<file path="src/rtl/hazard_unit_pkg.sv">
// Shared constants for the hazard unit: opcodes, FSM encoding, perf counter width.
// The perf helper is only referenced when HAZARD_PERF_EN is defined.
package hazard_unit_pkg;

  localparam logic [6:0] OP_LUI    = 7'b0110111;
  localparam logic [6:0] OP_AUIPC  = 7'b0010111;
  localparam logic [6:0] OP_JAL    = 7'b1101111;
  localparam logic [6:0] OP_RTYPE  = 7'b0110011;
  localparam logic [6:0] OP_STORE  = 7'b0100011;
  localparam logic [6:0] OP_BRANCH = 7'b1100011;

  typedef enum logic [1:0] {
    ST_RUN     = 2'b00,
    ST_FLUSH   = 2'b01,
    ST_MEMWAIT = 2'b10
  } hz_state_e;

  localparam int unsigned PERF_W = 32;

  function automatic logic [PERF_W-1:0] perf_sat_inc(input logic [PERF_W-1:0] v);
    logic [PERF_W-1:0] r;
    if (v == {PERF_W{1'b1}}) begin
      r = v;
    end else begin
      r = v + {{(PERF_W-1){1'b0}}, 1'b1};
    end
    return r;
  endfunction

endpackage

</file>
<file path="src/rtl/hazard_unit_src_decode.sv">
// Combinational source-register decode of an RV32I instruction; shared with the
// forwarding unit so both agree on which operands an opcode actually reads.
module hazard_src_decode
  import hazard_unit_pkg::*;
(
  input  logic [31:0] inst_i,
  output logic        uses_rs1_o,
  output logic        uses_rs2_o,
  output logic [4:0]  rs1_o,
  output logic [4:0]  rs2_o
);

  logic [6:0] opcode_s;
  logic       unused_s;

  assign opcode_s = inst_i[6:0];
  assign rs1_o    = inst_i[19:15];
  assign rs2_o    = inst_i[24:20];
  assign unused_s = ^{inst_i[31:25], inst_i[14:7]};

  // Operand usage by opcode class
  always_comb begin
    uses_rs1_o = 1'b1;
    uses_rs2_o = 1'b0;
    case (opcode_s)
      OP_LUI, OP_AUIPC, OP_JAL: begin
        uses_rs1_o = 1'b0;
        uses_rs2_o = 1'b0;
      end
      OP_RTYPE, OP_STORE, OP_BRANCH: begin
        uses_rs1_o = 1'b1;
        uses_rs2_o = 1'b1;
      end
      default: begin
        uses_rs1_o = 1'b1;
        uses_rs2_o = 1'b0;
      end
    endcase
  end

endmodule

</file>
<file path="src/rtl/hazard_unit.sv">
// Pipeline hazard controller: load-use stall, redirect flush window, memory-wait
// freeze and stall watchdog. HAZARD_PERF_EN adds stall/flush/wait perf counters.
module hazard_unit
  import hazard_unit_pkg::*;
#(
  parameter int FLUSH_CYCLES = 1,
  parameter int WDOG_LIMIT   = 255
) (
  input  logic        clk,
  input  logic        reset,
  input  logic [31:0] id_inst,
  input  logic        ex_mem_read,
  input  logic [4:0]  ex_rd,
  input  logic        ex_redirect,
  input  logic        mem_busy,
  output logic        stall,
  output logic        branch,
  output logic        pc_write,
  output logic        ifid_write,
  output logic        freeze,
  output logic        wdog_err
`ifdef HAZARD_PERF_EN
  ,
  output logic [PERF_W-1:0] perf_stall,
  output logic [PERF_W-1:0] perf_flush,
  output logic [PERF_W-1:0] perf_wait
`endif
);

  localparam logic [1:0] FLUSH_LOAD = 2'(FLUSH_CYCLES - 1);
  localparam logic [7:0] WDOG_LIM8  = 8'(WDOG_LIMIT);

  hz_state_e  state_q, state_d, eff_s;
  logic [1:0] cnt_q, cnt_d;
  logic [7:0] wd_q, wd_d, wd_inc_s;
  logic       err_q, err_d, wd_hit_s;

  logic       uses_rs1_s, uses_rs2_s, lu_s;
  logic [4:0] rs1_s, rs2_s;
  logic       stall_s, branch_s, pc_write_s, ifid_write_s, freeze_s;

  hazard_src_decode u_src_decode (
    .inst_i     (id_inst),
    .uses_rs1_o (uses_rs1_s),
    .uses_rs2_o (uses_rs2_s),
    .rs1_o      (rs1_s),
    .rs2_o      (rs2_s)
  );

  assign lu_s = ex_mem_read && (ex_rd != 5'd0) &&
                ((uses_rs1_s && (ex_rd == rs1_s)) || (uses_rs2_s && (ex_rd == rs2_s)));

  // Next state and Mealy controls; a memory wait resumes whatever it interrupted
  always_comb begin
    state_d      = state_q;
    cnt_d        = cnt_q;
    stall_s      = 1'b0;
    branch_s     = 1'b0;
    pc_write_s   = 1'b1;
    ifid_write_s = 1'b1;
    freeze_s     = 1'b0;
    if (state_q == ST_MEMWAIT) begin
      eff_s = (cnt_q != 2'd0) ? ST_FLUSH : ST_RUN;
    end else begin
      eff_s = state_q;
    end

    if (mem_busy) begin
      state_d      = ST_MEMWAIT;
      freeze_s     = 1'b1;
      pc_write_s   = 1'b0;
      ifid_write_s = 1'b0;
    end else begin
      case (eff_s)
        ST_FLUSH: begin
          branch_s = 1'b1;
          cnt_d    = ex_redirect ? FLUSH_LOAD : (cnt_q - 2'd1);
          state_d  = (cnt_d == 2'd0) ? ST_RUN : ST_FLUSH;
        end
        default: begin
          cnt_d   = 2'd0;
          state_d = ST_RUN;
          if (ex_redirect) begin
            branch_s = 1'b1;
            cnt_d    = FLUSH_LOAD;
            state_d  = (FLUSH_LOAD != 2'd0) ? ST_FLUSH : ST_RUN;
          end else if (lu_s) begin
            stall_s      = 1'b1;
            pc_write_s   = 1'b0;
            ifid_write_s = 1'b0;
          end else begin
            stall_s = 1'b0;
          end
        end
      endcase
    end
  end

  // Watchdog: length of the current stall run including this cycle, saturating
  always_comb begin
    wd_inc_s = (wd_q == 8'hFF) ? wd_q : (wd_q + 8'd1);
    if (stall_s) begin
      wd_d     = wd_inc_s;
      wd_hit_s = (wd_inc_s == WDOG_LIM8);
    end else begin
      wd_d     = 8'd0;
      wd_hit_s = 1'b0;
    end
    err_d = err_q | wd_hit_s;
  end

  // State, flush counter and watchdog registers
  always_ff @(posedge clk or negedge reset) begin
    if (!reset) begin
      state_q <= ST_RUN;
      cnt_q   <= 2'd0;
      wd_q    <= 8'd0;
      err_q   <= 1'b0;
    end else begin
      state_q <= state_d;
      cnt_q   <= cnt_d;
      wd_q    <= wd_d;
      err_q   <= err_d;
    end
  end

  // Outputs are forced quiet while reset is held, even mid-cycle
  assign stall      = reset & stall_s;
  assign branch     = reset & branch_s;
  assign pc_write   = reset & pc_write_s;
  assign ifid_write = reset & ifid_write_s;
  assign freeze     = reset & freeze_s;
  assign wdog_err   = reset & err_d;

`ifdef HAZARD_PERF_EN
  logic [PERF_W-1:0] perf_stall_q, perf_flush_q, perf_wait_q;

  // Saturating event counters
  always_ff @(posedge clk or negedge reset) begin
    if (!reset) begin
      perf_stall_q <= {PERF_W{1'b0}};
      perf_flush_q <= {PERF_W{1'b0}};
      perf_wait_q  <= {PERF_W{1'b0}};
    end else begin
      if (stall_s)  perf_stall_q <= perf_sat_inc(perf_stall_q);
      else          perf_stall_q <= perf_stall_q;
      if (branch_s) perf_flush_q <= perf_sat_inc(perf_flush_q);
      else          perf_flush_q <= perf_flush_q;
      if (freeze_s) perf_wait_q  <= perf_sat_inc(perf_wait_q);
      else          perf_wait_q  <= perf_wait_q;
    end
  end

  assign perf_stall = perf_stall_q;
  assign perf_flush = perf_flush_q;
  assign perf_wait  = perf_wait_q;
`endif

endmodule

</file>
<file path="config.mk">
export PLATFORM = sky130hd
export DESIGN_NAME = hazard_unit
export DESIGN_NICKNAME = d
export VERILOG_FILES = /design/src/rtl/hazard_unit_pkg.sv /design/src/rtl/hazard_unit_src_decode.sv /design/src/rtl/hazard_unit.sv
export SDC_FILE = /design/constraint.sdc
export NUM_CORES = 1
export LEC_CHECK = 0
export ABC_AREA = 1
export ABC_CLOCK_PERIOD_IN_PS = 2400
export CAP_MARGIN = 20
export CELL_PAD_IN_SITES_DETAIL_PLACEMENT = 2
export CELL_PAD_IN_SITES_GLOBAL_PLACEMENT = 2
export CORE_UTILIZATION = 20
export DETAILED_ROUTE_END_ITERATION = 8
export GPL_ROUTABILITY_DRIVEN = 0
export PLACE_DENSITY_LB_ADDON = 0.08
export SLEW_MARGIN = 20
export SYNTH_ARGS = -nofsm -noshare
export SYNTH_HDL_FRONTEND = slang
export SYNTH_SLANG_ARGS = --single-unit
</file>
<file path="constraint.sdc">
create_clock -name clk -period 2.4 [get_ports clk]
set_input_delay 0.48 -clock clk [delete_from_list [all_inputs] [get_ports clk]]
set_output_delay 0.48 -clock clk [all_outputs]
set_load 0.1 [all_outputs]
</file>
After elaboration in Yosys (flattened, before gate mapping)
Index checks and enable logic that the tools add are counted.
{ "word_totals": {"reg_bits": 13, "in_bits": 42, "out_inout_bits": 6, "word_cells": 58} }
{ "op_classes": {"addsub": 2, "n_eq_ne": 12, "muxes": 24, "bitwise": 6, "reduce_logical": 10} }
{ "ops": {"columns": ["op", "n"], "rows": [
  ["$eq 7x6->1 const B", 3],
  ["$mux 1", 18],
  ["$eq 8x8->1 const B", 2],
  ["$mux 8", 2],
  ["$eq 7x7->1 const B", 2],
  ["$eq 5x5->1", 2],
  ["$add 8x1->8 const B", 1],
  ["$mux 2", 4],
  ["$eq 7x5->1 const B", 1],
  ["$reduce_or 3->1", 2],
  ["$and 1x1->1", 5],
  ["$reduce_bool 5->1", 1],
  ["$logic_and 1x1->1", 4],
  ["$eq 2x1->1 const B", 1],
  ["$eq 2x2->1 const B", 1],
  ["$logic_not 2->1", 1],
  ["$reduce_bool 2->1", 1],
  ["$sub 2x1->2 const B", 1],
  ["$logic_or 1x1->1", 1],
  ["$or 1x1->1", 1]
]} }

Longest topological paths before layout
Gate-level depths: netlist of run 1.
{ "logic_depth": {"word_depth": 13, "ltp_mapped": 13, "ltp_nobuf": 13} }

By module
From an unflattened synthesis of run 1, not the netlist that was laid out.
{ "unflattened": {"cells_unflattened": 188, "hier_area_um2": 1162.4} }
{ "by_module_without_submodules": {"columns": ["module", "instances", "cells_each", "area_each_um2", "seq_area_each_um2"], "rows": [
  ["hazard_unit", 1, 162, 1021.0, 325.3],
  ["hazard_src_decode", 1, 26, 141.4, 0.0]
]} }

Worst setup path after synthesis of run 1
Ideal clock, no wire load.
{ "synth_timing": {"kind": "register to output", "start": "register cnt_q[0]", "end": "output port stall", "arrival_time_ns": 3.026, "t_required_ns": 1.920, "slack_ns": -1.106, "stages_incl_launch_ff": 9, "path_buffers": 0, "path_cell_list": "dfrtp_1 -> inv_1 -> ha_1 -> o21ai_1 -> o21ai_1 -> nand2_1 -> nor2_1 -> nand2_1 -> nor3_1"} }
{ "synth_between": {"elab_chain_len": 7} }
{ "synth_rtl": {"columns": ["item", "line", "rtl"], "rows": [
  ["start: declaration", "hazard_unit.sv:34", "logic [1:0] cnt_q, cnt_d;"],
  ["start signal: assignment", "hazard_unit.sv:121", "cnt_q <= cnt_d;"],
  ["$reduce_bool 2->1", "hazard_unit.sv:63", "eff_s = (cnt_q != 2'd0) ? ST_FLUSH : ST_RUN;"],
  ["$mux 1", "hazard_unit.sv:63", null],
  ["$mux 2", "hazard_unit.sv:62", "if (state_q == ST_MEMWAIT) begin"],
  ["$eq 2x1->1", "hazard_unit.sv:74", "case (eff_s)"],
  ["$mux 1", "hazard_unit.sv:74", null],
  ["$mux 1", "hazard_unit.sv:68", "if (mem_busy) begin"],
  ["$and 1x1->1", "hazard_unit.sv:128", "assign stall = reset & stall_s;"],
  ["end: declaration", "hazard_unit.sv:16", "output logic stall,"]
]} }
No other way between the ends.

Worst setup path in the final report of run 1
{ "layout_timing": {"start": "register wd_q[0]", "end": "output port wdog_err"} }
{ "layout_between": {"elab_chain_len": 6, "word_cells_on_any_way": 7, "cone_classes": "add/sub (1); eq/ne (2); mux (2); bitwise (2)"} }
{ "layout_rtl": {"columns": ["item", "line", "rtl"], "rows": [
  ["start: declaration", "hazard_unit.sv:35", "logic [7:0] wd_q, wd_d, wd_inc_s;"],
  ["start signal: assignment", "hazard_unit.sv:122", "wd_q <= wd_d;"],
  ["$add 8x1->8 or $eq 8x8->1 (tied branches)", "hazard_unit.sv:101", "wd_inc_s = (wd_q == 8'hFF) ? wd_q : (wd_q + 8'd1);"],
  ["$mux 8 (*)", "hazard_unit.sv:101", null],
  ["$eq 8x8->1 (*)", "hazard_unit.sv:104", "wd_hit_s = (wd_inc_s == WDOG_LIM8);"],
  ["$mux 1 (*)", "hazard_unit.sv:102", "if (stall_s) begin"],
  ["$or 1x1->1 (*)", "hazard_unit.sv:109", "err_d = err_q | wd_hit_s;"],
  ["$and 1x1->1 (*)", "hazard_unit.sv:133", "assign wdog_err = reset & err_d;"],
  ["end: declaration", "hazard_unit.sv:21", "output logic wdog_err"]
]} }
Every way passes the cells marked *; elsewhere a longest branch is shown, timed or not.

==> run_results.csv, run 1 <==
group,metric,value,unit
detailed_routing,wl_per_cell,12.6,um
finish,multi_input_area,679,sq um
clock_network,clock-sinks,13,
setup_path,slowest_stage,"dfrtp_1",
pwr,combPwrFrac,0.286,
run_status,outcome,"finished with violations",
sta,skew,0.00113,ns
sta,drv_slew,0,
floorplan,rows,25,
pwr,switchingPower,184,uW
clock_network,cts_buffer_depth,2,
clock_network,clk_latency,0.24,ns
global_routing,globalRouteOverflowTotal,0,
sta,tightestPinTransition,0.252,ns
setup_path,crit_type,"register to output pin",
setup_path,slowest_delay,0.40,ns
setup_path,rr_endpoint,"err_q",
sta,setup_viol,1,
pwr,p_leak,0.877,nW
global_routing,grt_pass1_vias,1347,
detailed_routing,dr.pass1.iters,4,
placement,port-buffer-count,32,
pwr,ir_drop,0.195,mV
synthesis,ys_ff_latch,13,
sta,maxSlewHeadroom,0.831,
floorplan,die-area,0.00539,sq mm
placement,place_ws,-0.214,ns
finish,final_cell_count_no_fill,275,
setup_path,crit_start,"wd_q[0]",
synthesis,seq_area_frac_synth,0.319,
global_routing,grt_usage,0.141,
floorplan,io_pins,48,
clock_network,htreeDepth,1,
detailed_routing,ant_nets,0,
setup_path,crit_buf_inv,2,
sta,max_freq,408,MHz
setup_path,path_depth,13,
finish,register_area,325,sq um
sta,rsz0062_at_grt,"true",
setup_path,cp-end-kind,"output pin",
setup_path,rrSetupSlack,0.73,ns
finish,n_fill_cell,594,
setup_path,worstPathCellList,"ha_4 -> nand2_4 -> nor2_4 -> buf_6 -> xnor2_1 -> nand2_1 -> nand2_1 -> nor2_1 -> nand2_1 -> nor2_2 -> nor2_2 -> nor2_4 -> buf_12",
setup_path,cp_top_family,"simple AND/OR/NAND/NOR gates",
synthesis,synthCells,159,
pwr,switching_share,0.307,
floorplan,start_util,0.212,
floorplan,chipHeight,73.5,um
placement,dp_hpwl,2810,um
synthesis,ys_types,21,
floorplan,die_w,73.5,um
pwr,pwr-share-seq,0.379,
global_routing,grt_first_pass_wirelength,5850,um
setup_path,critPathMostFrequentCell,"nand2_1",
finish,final_layout_size_suffix_gt1_frac,0.255,
floorplan,core_area,0.00482,sq mm
synthesis,syn-num-nets,203,
global_routing,grt_max_degree,9,
finish,antenna_cells,0,
setup_path,arrival,1.97,ns
finish,syn_to_final_growth,67.5,%
finish,final_util,0.355,
synthesis,synthesis.area,0.00102,sq mm
setup_path,crit-reg2reg-launch,"wd_q[0]",
detailed_routing,wirelength,3450,um
pwr,p_clk_frac,0.335,
global_routing,antenna_found_initial,0,
synthesis,syn_avg_cell_area,6.42,sq um
detailed_routing,drc,0,
pwr,p_int,416,uW
finish,fin_nets,253,
sta,finalHoldViolCount,0,
hold_path,hold_path_class,"input pin to asynchronous set/reset pin",
setup_path,cp-endpoint,"wdog_err",
clock_network,cts_root_buffer,"clkbuf_8",
clock_network,cts_buffers,3,
placement,placed_cells,264,
synthesis,synth_top_area_frac,0.319,
synthesis,synth_top_cell_by_area,"dfrtp_1",
detailed_routing,vias_per_cell,4.20,
finish,fin_area,0.00171,sq mm
setup_path,cp_data_required_time,1.92,ns
setup_path,rr_worst_depth,12,
pwr,finalPower,600,uW
sta,period_minus_slack,2.45,ns
sta,post-route-period-util,1.02,
synthesis,ys_warn_count,0,
placement,placed_area,0.00155,sq mm
run_status,violations,"negative setup slack",
clock_network,cts_hold_buffers,0,
detailed_routing,drtIter0Drc,11,
sta,hold_ws,0.441,ns
setup_path,cp_max_fo,4,
clock_network,clkSlewWorstSetupHoldPaths,0.06,ns
pwr,powerDensity,351,mW/mm^2
clock_network,cts_tree,"done",
synthesis,synth.area.top_cells,"dfrtp_1, nand2_1, inv_1, nor2_1, xnor2_1",
detailed_routing,vias,1156,
setup_path,worst_setup_path_start_kind,"register",
sta,finalSetupTns,-0.0531,ns
flow_run,maxCapViolCount,0,
sta,worst_slack,-0.0531,ns
worst min path at each step:
stage | from | endpoint | slack, ns | cells after the start
4_1_cts | reset | state_q[1] | 0.44 | 1
5_1_grt | reset | state_q[1] | 0.44 | 1
2_1_floorplan | reset | cnt_q[0] | 0.18 | 0
6_report | reset | state_q[1] | 0.44 | 1
3_5_place_dp | err_q | err_q | 0.47 | 2
3_3_place_gp | err_q | err_q | 0.47 | 2
cell usage in the layout (no fill, tap or decap), types with 6 or more instances in the layout:
cell type,count
nor2_4,6
nand3_1,7
inv_1,26
buf_4,11
dfrtp_1,13
nand2_2,6
nand2_1,45
dlygate4sd2_1,19
xnor2_1,6
nor2_1,13
buf_12,6
what timing repair did:
item | CTS | global route
setup buffers | 5 | 1
gates cloned | 1 | 0
endpoints found under the setup margin | 4 | 4
resized for setup | 42 | 8
pin swaps | 27 | 13
kinds of logic (layout without fill, tap and decap cells):
family,Yosys count,after routing,synth area share
AND/OR/NAND/NOR,92,93,0.396
buffers and inverters,31,79,0.125
AO/OA/AOI/OAI,12,12,0.0588
XOR/XNOR,9,9,0.0772
flip-flops,13,13,0.319
adder cells (fa/ha/maj),2,2,0.0245
layer usage:
metal	vias up	global-route usage	share of wire
met1	553	0.152	0.40
met3	5	0.0316	0.033
met5	-	0	0
li1	582	-	-
met4	0	0.0256	0.0061
met2	16	0.277	0.56
synthesized netlist by cell type:
master and n:
nand2_1 50, inv_1 27, nor2_1 19, dfrtp_1 13, nand3_1 9, xnor2_1 6
a21oi_1 5, o21ai_1 4, nand2_2 3, nand4_1 3, o21ai_0 3, xor2_1 3
ha_1 2, inv_2 2, nor2_2 2, nor2_4 2, nor3_1 2, buf_4 1
buf_6 1, nand3_2 1, nand3b_1 1
power by group through the flow:
stage                     logic, mW  clock network, mW  registers [mW]
after floorplan              0.0835                  0           0.231
after global placement        0.171                  0           0.231
after detailed placement      0.179                  0           0.231
after CTS                     0.173              0.207           0.227
after global routing          0.189              0.218           0.228
final                         0.172              0.201           0.227
area by class of cell:
class                      instances  share of cell area
tap                               67              0.0490
clock buffer                       4              0.0263
sequential                        13               0.190
multi-input combinational        116               0.397
inverter                          29              0.0636
timing repair buffer              46               0.274
registers in the layout (all words and copies together) (netlist names):
signal and cells:
cnt_q 2, err_q 1, state_q 2, wd_q 8
worst register-to-register path, cell delays in order (launching register included):
cell     delay, ns
dfrtp_1       0.40
ha_4          0.17
nand2_4       0.06
nor2_4        0.18
buf_6         0.13
xnor2_1       0.13
nand2_1       0.07
nand2_1       0.06
nor2_1        0.04
nand2_1       0.07
nor2_2        0.04
nor2_2        0.16
inv_1         0.05
Power figures use the tool's default switching activity.
==> run 2, diff against run 1 <==
==> constraint.sdc (replaced) <==
create_clock -name clk -period 2.4 [get_ports clk]
set_input_delay 0.36 -clock clk [delete_from_list [all_inputs] [get_ports clk]]
set_output_delay 0.36 -clock clk [all_outputs]
set_load 0.1 [all_outputs]
==> run_results.csv, run 2 (synthesized netlist as in run 1, its figures left out) <==
group,metric,value,unit
sta,tightestPinTransition,0.238,ns
sta,setup_viol,0,
setup_path,worst_setup_path_start_kind,"input pin",
detailed_routing,drc,0,
setup_path,slowest_delay,0.50,ns
sta,skew,0.00295,ns
hold_path,hold_path_class,"input pin to asynchronous set/reset pin",
sta,post-route-period-util,0.994,
setup_path,rrSetupSlack,0.70,ns
finish,layout_common_cells,"nand2_1, inv_1, clkdlybuf4s50_1",
setup_path,cp_data_required_time,2.04,ns
finish,antenna_cells,0,
global_routing,grt_usage,0.124,
pwr,p_clk_frac,0.333,
clock_network,clkSlewWorstSetupHoldPaths,0.06,ns
sta,finalHoldViolCount,0,
pwr,ir_drop,0.163,mV
detailed_routing,dr.pass1.iters,2,
pwr,combPwrFrac,0.283,
pwr,switching_share,0.288,
detailed_routing,drtIter0Drc,16,
global_routing,grt_pass1_vias,1185,
setup_path,arrival,2.03,ns
sta,max_freq,419,MHz
global_routing,grt_max_degree,12,
clock_network,clock-sinks,13,
setup_path,critPathMostFrequentCell,"nand2_1",
finish,syn_to_final_growth,57.1,%
setup_path,crit_buf_inv,3,
floorplan,start_util,0.212,
finish,fin_nets,246,
detailed_routing,wl_per_cell,11.5,um
placement,port-buffer-count,32,
finish,largest-register,"wd_q",
setup_path,worstPathCellList,"clkdlybuf4s50_1 -> inv_1 -> nand2_1 -> nand2_1 -> nor3_1 -> nand2_1 -> nand2_1 -> nand3_2 -> nor2_2 -> nor2_2 -> nor2_4 -> buf_12",
setup_path,crit_type,"input pin to output pin",
sta,maxSlewHeadroom,0.840,
global_routing,antenna_found_initial,0,
floorplan,io_pins,48,
finish,largest_reg_flops,8,
clock_network,cts_buffers,3,
global_routing,grt_first_pass_wirelength,5100,um
setup_path,cp_top_family,"simple AND/OR/NAND/NOR gates",
floorplan,chipHeight,73.5,um
setup_path,cp-end-kind,"output pin",
detailed_routing,vias,1112,
finish,top_regs,"wd_q x8, cnt_q x2, state_q x2",
placement,placed_cells,258,
pwr,pwr-share-seq,0.384,
clock_network,htreeDepth,1,
floorplan,die_w,73.5,um
finish,final_layout_size_suffix_gt1_frac,0.164,
finish,n_fill_cell,567,
flow_run,maxCapViolCount,0,
pwr,powerDensity,369,mW/mm^2
setup_path,slowest_stage,"clkdlybuf4s50_1",
finish,final_cell_count_no_fill,268,
pwr,switchingPower,170,uW
sta,drv_slew,0,
sta,finalSetupTns,0,ns
sta,rsz0062_at_grt,"true",
clock_network,cts_hold_buffers,0,
finish,layout_commonest_cell,"nand2_1",
clock_network,cts_tree,"done",
floorplan,die-area,0.00539,sq mm
clock_network,cts_root_buffer,"clkbuf_8",
run_status,outcome,"finished, final reports clean",
detailed_routing,ant_nets,0,
pwr,p_leak,0.780,nW
placement,dp_hpwl,2620,um
detailed_routing,vias_per_cell,4.15,
setup_path,cp_max_fo,3,
floorplan,rows,25,
sta,period_minus_slack,2.39,ns
clock_network,cts_buffer_depth,2,
global_routing,globalRouteOverflowTotal,0,
detailed_routing,wirelength,3070,um
pwr,p_int,421,uW
floorplan,core_area,0.00482,sq mm
clock_network,clk_latency,0.24,ns
## run 2: changes by cell type in the layout (fill, tap and decap cells not counted), moves of 3 or more
cell	previous run	this run
buf_4	11	7
buf_6	3	0
clkdlybuf4s50_1	5	26
dlygate4sd2_1	19	0
nand2_1	45	49
nor2_1	13	17
## run 2: area by class of cell
type	count	area (sq um)	share of cell area
Multi-Input combinational cell	116	608	0.379
Timing Repair Buffer	39	433	0.270
Sequential cell	13	325	0.203
Tap cell	67	83.8	0.0523
Inverter	29	109	0.0679
Clock buffer	4	45.0	0.0281
## run 2: worst paths after layout
| path | startpoint | end | cells past startpoint |
|---|---|---|---|
| setup / recovery | ex_rd[1] | wdog_err | 12 |
| hold / removal | reset | err_q | 1 |
| setup reg to reg | wd_q[1] | err_q | 12 |
| hold reg to reg | err_q | err_q | 2 |
| max in group asynchronous | reset | wd_q[6] | 2 |
| min in group clk | err_q | err_q | 2 |
## run 2: stage by stage
step	hold slack, ns	total power, mW	area (sq um)	worst slack [ns]	util
6_report	0.337	0.591	1600	0.0144	0.333
5_1_grt	0.341	0.627	1600	-0.148	0.333
4_1_cts	0.332	0.604	1590	-0.0294	0.329
3_5_place_dp	0.468	0.401	1500	0.0132	0.311
3_3_place_gp	0.464	0.396	1500	0.0796	0.311
2_1_floorplan	0.0644	0.313	1040	-0.130	-
## run 2: power groups by stage
stage,Combinational [mW],Clock (mW),Sequential (mW)
after floorplan,0.0824,0,0.231
after global placement,0.165,0,0.231
after detailed placement,0.170,0,0.231
after CTS,0.171,0.206,0.227
after global routing,0.184,0.215,0.228
final,0.167,0.197,0.227
## run 2: routing by layer
layer / track usage / routed length, um
met1: 0.153 / 1420
met2: 0.213 / 1520
met3: 0.0192 / 86
met4: 0.0513 / 46
met5: 0 / 0
## run 2: what timing repair did
| item | CTS | global route |
|---|---|---|
| pin swaps | 2 | 2 |
| setup endpoints to repair | 1 | 4 |
| gates cloned | 1 | 0 |
| resized for setup | 4 | 1 |
| setup buffers | 3 | 2 |
==> run 3, diff against run 2 <==
Settings changed: ABC_AREA 1 to default, CORE_UTILIZATION 20 to 22, SKIP_CTS_REPAIR_TIMING from default to 1.
==> run_results.csv, run 3 <==
group,metric,value,unit
run_status,violations,"negative setup slack",
detailed_routing,dr.pass1.iters,3,
setup_path,worstPathCellList,"buf_4 -> and4_1 -> nor3_2 -> o31ai_1 -> or4_4 -> o31ai_4 -> buf_12",
sta,finalHoldViolCount,0,
setup_path,cp_max_fo,5,
global_routing,grt_usage,0.160,
pwr,p_clk_frac,0.337,
synthesis,synth_compound_area_frac,0.131,
setup_path,slowest_delay,0.44,ns
sta,skew,0.00493,ns
finish,antenna_cells,0,
global_routing,antenna_found_initial,0,
clock_network,clock-sinks,13,
sta,drv_slew,0,
synthesis,synthAdderAreaFrac,0.0250,
pwr,p_int,422,uW
floorplan,die_w,69.4,um
pwr,p_leak,0.783,nW
detailed_routing,ant_nets,0,
sta,post-route-period-util,1.08,
synthesis,synth_top_area_frac,0.325,
synthesis,ys_types,36,
pwr,combPwrFrac,0.286,
placement,port-buffer-count,32,
floorplan,core_area,0.00435,sq mm
finish,n_fill_cell,488,
floorplan,io_pins,48,
clock_network,cts_buffers,3,
setup_path,worst_setup_path_start_kind,"register",
detailed_routing,wirelength,3730,um
floorplan,die-area,0.00482,sq mm
clock_network,clk_latency,0.24,ns
setup_path,cp_top_family,"simple AND/OR/NAND/NOR gates",
finish,final_util,0.423,
synthesis,seq_area_frac_synth,0.325,
finish,register_area,330,sq um
global_routing,globalRouteOverflowTotal,0,
placement,place_ws,-0.217,ns
sta,tightestPinTransition,0.533,ns
finish,syn_to_final_growth,84.1,%
pwr,pwr-share-seq,0.377,
pwr,switchingPower,163,uW
clock_network,cts_buffer_depth,2,
clock_network,cts_tree,"done",
sta,worst_slack,-0.203,ns
sta,setup_viol,1,
synthesis,ys_ff_latch,13,
synthesis,synth-simple-area-share,0.342,
global_routing,grt_pass1_vias,1274,
sta,maxSlewHeadroom,0.641,
synthesis,synth_edf_count,0,
detailed_routing,wl_met2,2010,um
floorplan,chipHeight,69.4,um
pwr,ir_drop,0.168,mV
floorplan,rows,24,
flow_run,maxCapViolCount,0,
placement,dp_hpwl,2890,um
detailed_routing,drt-met1-wl,1590,um
setup_path,crit-reg2reg-launch,"wd_q[0]",
floorplan,start_util,0.230,
finish,final_layout_size_suffix_gt1_frac,0.378,
detailed_routing,routed.top_layer,"met4",
global_routing,grt_max_degree,17,
pwr,finalPower,585,uW
sta,rsz0062_at_grt,"true",
detailed_routing,vias_per_cell,4.89,
detailed_routing,dr_wl_met3,97,um
setup_path,arrival,2.24,ns
sta,finalSetupTns,-0.203,ns
placement,placed_cells,225,
setup_path,cp-end-kind,"output pin",
synthesis,synth_top_family_by_area,"simple AND/OR/NAND/NOR gates",
setup_path,crit_type,"register to output pin",
finish,layout_commonest_cell,"buf_4",
synthesis,netlist_top_cells_count,"dfrtp_1, nor2_1, xnor2_1",
sta,period_minus_slack,2.60,ns
hold_path,hold_path_class,"register to register",
clock_network,cts_root_buffer,"clkbuf_8",
detailed_routing,drc,0,
detailed_routing,wl_per_cell,16.1,um
finish,largest-register,"wd_q",
setup_path,crit_start,"wd_q[1]",
setup_path,crit_buf_inv,2,
synthesis,synthXorXnorAreaFrac,0.114,
synthesis,ys.flop_type,"dfrtp_1",
finish,top_regs,"wd_q x8, cnt_q x2, state_q x2",
synthesis,async_flop_share,1.00,
setup_path,cp_data_required_time,2.04,ns
synthesis,synth_top_cell_by_area,"dfrtp_1",
clock_network,htreeDepth,1,
synthesis,syn_avg_cell_area,8.47,sq um
finish,multi_input_area,753,sq um
run_status,outcome,"finished with violations",
finish,fin_nets,225,
synthesis,ys_warn_count,0,
synthesis,synthCells,118,
detailed_routing,drtIter0Drc,16,
synthesis,synthesis.area,1000,sq um
synthesis,synthMuxAreaShare,0.0100,
finish,final_cell_count_no_fill,232,
setup_path,slowest_stage,"or4_4",
finish,layout_common_cells,"buf_4, clkdlybuf4s50_1, nor2_1",
pwr,powerDensity,318,mW/mm^2
detailed_routing,vias,1135,
global_routing,grt_first_pass_wirelength,6140,um
synthesis,syn-num-nets,162,
clock_network,clkSlewWorstSetupHoldPaths,0.06,ns
synthesis,synth.area.top_cells,"dfrtp_1, xnor2_1, nor2_1, o21ai_0, nand3_1",
pwr,switching_share,0.278,
hold_path,holdCritStartpoint,"err_q",
finish,largest_reg_flops,8,
sta,max_freq,384,MHz
## run 3: final timing paths
path	endpoint	slack (ns)	cells past startpoint
worst max-delay path	wdog_err	-0.20	7
worst min-delay path	err_q	0.48	2
worst max register to register	err_q	0.41	7
worst min register to register	err_q	0.48	2
max in group asynchronous	wd_q[0]	1.67	2
min in group asynchronous	err_q	0.54	2
## run 3: tightest hold or removal path: stages (launching register included)
cell	delay [ns]
dfrtp_1	0.35
inv_1	0.04
o31ai_1	0.05
## run 3: cell type report
type                            instances  area share
Sequential cell                        13       0.179
Timing Repair Buffer                   62       0.343
Clock buffer                            4      0.0245
Inverter                                4     0.00816
Tap cell                               52      0.0354
Multi-Input combinational cell         97       0.409
## run 3: kinds of logic (layout without fill, tap and decap cells)
family          Yosys count  in the layout
xor+xnor                 13             13
flops                    13             13
buf+inv                   8             70
compound gates           21             21
simple gates             60             60
fa+ha+maj                 2              2
mux                       1              1
## run 3: power groups by stage
stage / clock (mW) / sequential [mW] / combinational [mW]
6_report: 0.197 / 0.221 / 0.167
5_1_grt: 0.219 / 0.221 / 0.177
4_1_cts: 0.210 / 0.221 / 0.160
3_5_place_dp: 0 / 0.225 / 0.159
3_3_place_gp: 0 / 0.225 / 0.156
2_1_floorplan: 0 / 0.225 / 0.0672
## run 3: metrics by stage
step	instance area, sq um	hold WS, ns
after global routing	1840	0.538
final	1840	0.479
after global placement	1660	0.448
after detailed placement	1660	0.472
after CTS	1700	0.487
after floorplan	1060	0.0644
## run 3: metal layers
| metal | global-route usage | up-vias |
|---|---|---|
| met5 | 0 | - |
| li1 | - | 551 |
| met3 | 0.0145 | 2 |
| met1 | 0.191 | 558 |
| met2 | 0.296 | 24 |
| met4 | 0.0544 | 0 |
